==> src/rtl/fpu_issue_sched.sv <==
// FPU issue sequencer: accepts one FP op, counts its class latency, and owns
// the FP-regfile / integer writeback handshake. Optional FPU_FAST_ISSUE_EN.
module fpu_issue_sched #(
  parameter int LAT_ADD  = 3,
  parameter int LAT_MUL  = 4,
  parameter int LAT_MADD = 5,
  parameter int LAT_CVT  = 2,
  parameter int LAT_MV   = 1,
  parameter int CNT_W    = 3
) (
  input  logic        clk,
  input  logic        rst_n,
  input  logic        issue_valid,
  input  logic [31:0] issue_inst,
  output logic        fpu_busy,
  output logic        fpu_start,
  output logic        res_capture,
  input  logic        fld_wb_en,
  output logic        fp_we,
  output logic [4:0]  fp_wb_rd,
  output logic        int_wb_req,
  output logic [4:0]  int_wb_rd,
  input  logic        int_wb_gnt
);

  typedef enum logic [1:0] {IDLE, EXEC, WB} state_t;

  localparam logic [4:0] OPC_OP_FP   = 5'b10100;
  localparam logic [4:0] OPC_FP_MADD = 5'b10000;

  state_t           state_reg, state_next;
  logic [CNT_W-1:0] cnt_reg, cnt_next;
  logic [4:0]       rd_reg, rd_next;
  logic             to_int_reg, to_int_next;

  logic [4:0]       opcode5;
  logic [3:0]       funct4;
  logic [CNT_W-1:0] lat;
  logic             inst_to_int;
  logic             wb_done;
  logic             can_accept;
  logic             accept;
  logic             unused_inst_bits;

  assign opcode5          = issue_inst[6:2];
  assign funct4           = issue_inst[31:28];
  assign unused_inst_bits = ^{issue_inst[27:12], issue_inst[1:0]};
  assign inst_to_int      = (opcode5 == OPC_OP_FP) && (funct4 == 4'b1110);

  always_comb begin
    lat = CNT_W'(LAT_MV);
    if (opcode5 == OPC_FP_MADD) begin
      lat = CNT_W'(LAT_MADD);
    end else begin
      case (funct4)
        4'b0000: lat = CNT_W'(LAT_ADD);
        4'b0001: lat = CNT_W'(LAT_MUL);
        4'b1101: lat = CNT_W'(LAT_CVT);
        default: lat = CNT_W'(LAT_MV);
      endcase
    end
  end

  // Writeback completes when the shared port is free (FP) or the slot is granted (int).
  assign wb_done = (state_reg == WB) && (to_int_reg ? int_wb_gnt : !fld_wb_en);

`ifdef FPU_FAST_ISSUE_EN
  assign can_accept = (state_reg == IDLE) || wb_done;
  assign fpu_busy   = (state_reg != IDLE) && !wb_done;
`else
  assign can_accept = (state_reg == IDLE);
  assign fpu_busy   = (state_reg != IDLE);
`endif

  // Gated by rst_n so every output is 0 while reset is held.
  assign accept = issue_valid && can_accept && rst_n;

  always_comb begin
    state_next  = state_reg;
    cnt_next    = cnt_reg;
    rd_next     = rd_reg;
    to_int_next = to_int_reg;
    fpu_start   = 1'b0;
    res_capture = 1'b0;
    fp_we       = 1'b0;
    int_wb_req  = 1'b0;
    case (state_reg)
      EXEC: begin
        cnt_next = cnt_reg - CNT_W'(1);
        if (cnt_reg == CNT_W'(1)) begin
          res_capture = 1'b1;
          state_next  = WB;
        end
      end
      WB: begin
        if (to_int_reg) int_wb_req = 1'b1;
        else            fp_we      = !fld_wb_en;
        if (wb_done) state_next = IDLE;
      end
      default: ;
    endcase
    if (accept) begin
      fpu_start   = 1'b1;
      state_next  = EXEC;
      cnt_next    = lat;
      rd_next     = issue_inst[11:7];
      to_int_next = inst_to_int;
    end
  end

  assign fp_wb_rd  = (state_reg != IDLE) ? rd_reg : 5'd0;
  assign int_wb_rd = (state_reg != IDLE) ? rd_reg : 5'd0;

  always_ff @(posedge clk or negedge rst_n) begin
    if (!rst_n) begin
      state_reg  <= IDLE;
      cnt_reg    <= '0;
      rd_reg     <= '0;
      to_int_reg <= 1'b0;
    end else begin
      state_reg  <= state_next;
      cnt_reg    <= cnt_next;
      rd_reg     <= rd_next;
      to_int_reg <= to_int_next;
    end
  end

endmodule
==> config.mk <==
export PLATFORM = sky130hd
export DESIGN_NAME = fpu_issue_sched
export DESIGN_NICKNAME = d
export VERILOG_FILES = /design/src/rtl/fpu_issue_sched.sv
export SDC_FILE = /design/constraint.sdc
export NUM_CORES = 1
export LEC_CHECK = 0
export BUFFER_PORTS_ARGS = -buffer_cell sky130_fd_sc_hd__buf_2
export CAP_MARGIN = 0
export CORE_UTILIZATION = 39
export DETAILED_ROUTE_END_ITERATION = 7
export HOLD_SLACK_MARGIN = 0.02
export PLACE_DENSITY = 0.78
export SLEW_MARGIN = 20
export SYNTH_ARGS = -nofsm -noshare
export SYNTH_HDL_FRONTEND = slang
export SYNTH_SLANG_ARGS = --single-unit
==> constraint.sdc <==
create_clock -name clk -period 1.8 [get_ports clk]
set_input_delay 0.54 -clock clk [delete_from_list [all_inputs] [get_ports clk]]
set_output_delay 0.54 -clock clk [all_outputs]
set_load 0.1 [all_outputs]
# Yosys cells after proc, flatten, opt, wreduce, memory -nomap -nowiden

Cells that the tools add are included.

Flip-flop bits (word level): 11
Output and inout port bits: 15
Logic and storage cells: 43

Add/sub/neg operators: 1
Eq/ne operators: 10
Mux-type cells: 17
Reductions and logical operators: 11

Operators by type and width:

| cell                                                                   | count |
|---|---|
| 5-bit equality test (second input constant)                            | 2 |
| 3-bit two-way mux                                                      | 3 |
| 3-bit case mux with 3 select lines                                     | 1 |
| 4-bit equality test (second input constant)                            | 2 |
| 1-bit two-way mux                                                      | 8 |
| 2-bit two-way mux                                                      | 3 |
| 3-bit != test (second input constant)                                  | 2 |
| 5-bit two-way mux                                                      | 1 |
| 4-bit by 1-bit equality test with 1-bit output (second input constant) | 1 |
| 1-bit logical AND                                                      | 4 |
| 4-bit zero test                                                        | 1 |
| 2-bit case mux with 2 select lines                                     | 1 |
| 2-bit nonzero test                                                     | 2 |
| 3-bit by 1-bit equality test with 1-bit output (second input constant) | 1 |
| 3-bit AND reduction                                                    | 1 |
| 3-bit nonzero test                                                     | 1 |
| 3-bit by 1-bit subtractor with 3-bit output (second input constant)    | 1 |
| 2-bit by 1-bit equality test with 1-bit output (second input constant) | 1 |
| 2-bit equality test (second input constant)                            | 1 |
| 2-bit zero test                                                        | 1 |
| 1-bit zero test                                                        | 1 |

# Logic depth before layout (Yosys ltp)

Word-level depth: 6
Gate-level depth with buffers: 5
Gate-level depth less buffers: 5

# Least setup slack after synthesis

Ideal clock, no wire load.

Kind: reg2out
Start point: register state_reg[0]
End point: output fp_we
Arrival: 3.639 ns
Required time: 1.260 ns
Path slack: -2.379 ns
Stages on the path, launching flop included: 2
Buffers on the path: 0
Cell sequence: dfrtp_1 -> nor4b_1

Longest elaborated chain between the ends: 2

Ends and longest elaborated chain:

| what                     | RTL line | source |
|---|---|---|
| start: declaration       | 31       | `state_t state_reg, state_next;` |
| start signal: assignment | 121      | `state_reg <= state_next;` |
| 2-bit equality test      | 87       | `case (state_reg)` |
| 1-bit two-way mux        | 87       |  |
| end: declaration         | 19       | `output logic fp_we,` |

No other way between the ends.

# Worst setup path in the final report

Same ends and word-level chain as after synthesis.

==> results.ini <==
[global_route]
grt_max_degree = 12
antenna_found_initial = 0
grt_usage_pct = 26.6
grt_pass1_vias = 755
grt_overflow = 0
grt_first_pass_wirelength_mm = 3.62

[timing]
fin_ws_ns = -0.159
skew_ns = 0.0104
rsz0062_at_grt = true
slew_violations = 0
final-setup-viol-count = 14
period_minus_slack_ns = 1.96
fin_crit_sh_pct = 109
max_freq_ghz = 0.511
slew_headroom_pct = 79.3
worst_pin_slew_ns = 0.310
hold_viol = 0

[cts]
clkLatencyLatePin_ns = 0.29
tritoncts = yes
cts_max_path_buffers = 2
cts_buffers = 3
clock_tree.root_cell = clkbuf_4
htree_levels = 1
path_clk_slew_ns = 0.08
holdBufCountCts = 0
clock_sinks = 11

[worst_setup_path]
critical_path.most_common_cell = buf_12
cp_num_buf_inv = 2
critPathMaxStageDelay_ns = 0.46
critPathKind = reg2out
worstSetupEndpointType = primary output
crit_chain = buf_12 -> nor4b_4 -> buf_12
reg2reg_slack_ns = 0.02
path_max_fanout = 5
crit_path_start_kind = register
required_ns = 1.26
arrival_ns = 1.42
crit_slowest_cell = dfrtp_2
critPathTopFamily = flip-flops

[placement]
pre_cts_ws_ns = 0.0502
portBuffers = 33
globalplace.congestion = 0.746
hpwl_mm = 1.42

[final_layout]
antennaDiodeCount = 0
nets = 169
synthToLayoutAreaGrowth_pct = 91.4
nFillCells = 89
largest_register_ffs = 5
multiInputGateArea_um2 = 437
register_area_um2 = 279
drive_gt1_share_pct = 58.9

[floorplanning]
io_pins = 52
start_util_pct = 43.9
core-area_um2 = 1590
fp-row-count = 14
die_h_um = 44.4
fp.dieW_um = 44.4
die-area_um2 = 1970

[pwr]
vdd_drop_max_uv = 458
p_per_area_nw_per_um2 = 369
p_switching_uw = 131
power_frac_comb_pct = 13.0
power_uw = 494
p_int_uw = 363
clkPwrFrac_pct = 36.7
switching_share_pct = 26.4
seqPwrFrac_pct = 50.4
power_leakage_nw = 0.624

[synthesis]
netlist_area_um2 = 699
synth_cells = 80
synth_nets = 119
ys_ff_latch = 11
synthDistinctLibCells = 28
ys_warn_count = 0
post_synth.cell_area_avg_um2 = 8.74
seq_area_frac_synth_pct = 39.4

[routing]
viasPerCell = 5.65
firstDrtPassIters = 4
drt_iter0_drc = 29
vias = 865
drc_errors = 0
wire_per_inst_um = 16.9
ant_nets = 0
wirelength_mm = 2.59

[job]
cap_viol_max_count = 0

[status]
status = finished with violations
violations = negative setup slack

[hold_path]
hold_class = in2async

## per-layer routing
layer  wire length (um)  global-route usage, %  up-vias
li1                   -                      -      372
met5                  0                      0        -
met4                191                   12.7        0
met3                213                   5.71       24
met1                854                   31.9      400
met2               1330                   45.0       69
## power by group through the flow
stage | combinational, mW | clock (mW) | sequential [mW]
2_1_floorplan | 0.0118 | 0 | 0.253
3_3_place_gp | 0.0448 | 0 | 0.253
3_5_place_dp | 0.0490 | 0 | 0.253
4_1_cts | 0.0603 | 0.179 | 0.249
5_1_grt | 0.0679 | 0.195 | 0.249
6_report | 0.0640 | 0.181 | 0.249
## stage by stage
stage	hold WS (ns)	setup TNS, ns	cell area [um2]	std cells	utilization (%)
6_report	0.210	-0.919	1340	153	84.0
5_1_grt	0.211	-1.62	1340	153	84.0
3_5_place_dp	0.465	0	1140	135	71.7
3_3_place_gp	0.462	0	1140	135	71.7
4_1_cts	0.204	-1.17	1270	150	79.8
2_1_floorplan	0.244	-0.349	764	80	-
## layout by cell type (no fill, tap or decap), drive strengths merged
cell type,instances
nor4bb,1
a21oi,3
clkinvlp,1
buf,51
and2b,4
clkbuf,3
inv,3
clkinv,2
o41ai,1
nor4b,3
nor3,4
xor2,1
o21ai,3
nand4bb,1
nor4,1
and3,1
nor2,4
or2,1
nor2b,2
a211o,1
ha,2
and3b,1
or4b,1
nand2,20
dfrtp,11
nand4,1
nor3b,1
nand3,1
## cell families after synthesis
logic type	count (synthesis)	share of synthesized area (%)
and+or+nand+nor	47	39.9
DFF	11	39.4
buffers and inverters	11	9.12
adders and majority gates	2	3.58
xor gates and xnor gates	1	1.25
AOI/OAI and AO/OA	8	6.80
## worst paths after layout
path                                          start  cells after the start                      to
max                        state_reg[0]$_DFFE_PN0P_                      3                   fp_we
min                                           rst_n                      2   rd_reg[1]$_DFFE_PN0P_
max in group asynchronous                     rst_n                      2   rd_reg[0]$_DFFE_PN0P_
max reg2reg                  cnt_reg[1]$_DFFE_PN0P_                     10  cnt_reg[2]$_DFFE_PN0P_
min reg2reg                   rd_reg[4]$_DFFE_PN0P_                      2   rd_reg[4]$_DFFE_PN0P_
min in group clk                      issue_inst[9]                      3   rd_reg[2]$_DFFE_PN0P_
## Yosys cell counts
master,instances,area share [%]
nand2_1,20,11
dfrtp_1,11,39
buf_4,6,6.4
inv_1,4,2.1
nor3_1,4,2.9
a21oi_1,3,2.1
and2b_2,3,3.8
nor4b_1,3,3.8
o21ai_0,3,2.1
ha_1,2,3.6
nor2_1,2,1.1
nor2_4,2,3.2
nor2b_1,2,1.8
a211o_1,1,1.3
and2b_1,1,1.1
and3_1,1,0.90
and3b_1,1,1.3
clkinv_1,1,0.54
nand3_1,1,0.71
nand4_1,1,0.90
nand4bb_1,1,1.6
nor3b_1,1,1.1
nor4_1,1,0.90
nor4bb_1,1,1.4
o41ai_1,1,1.3
or2_2,1,0.90
or4b_4,1,2.0
xor2_1,1,1.3
## final cells by class
| cell class | instances | share of cell area (%) |
|---|---|---|
| repair buffers | 51 | 40.5 |
| multi-input cells | 58 | 32.6 |
| flip-flops and latches | 11 | 20.8 |
| well taps | 24 | 2.24 |
| inverters | 5 | 1.78 |
| clock buffers | 3 | 1.68 |
| clock inverters | 1 | 0.374 |
## worst register-to-register path: stages (launching register included)
cell      delay (ns)
dfrtp_1         0.37
inv_2           0.06
buf_4           0.13
buf_4           0.12
buf_4           0.12
buf_4           0.12
buf_4           0.13
ha_4            0.15
nor4bb_1        0.13
nor3_1          0.22
o21ai_1         0.10
## repair_timing
action | CTS | global route
resized for setup | 3 | 7
setup endpoints to repair | 12 | 17
pin swaps | 2 | 5
gates cloned | 0 | 0
buffers inserted | 11 | 5
Power figures use the tool's default switching activity.
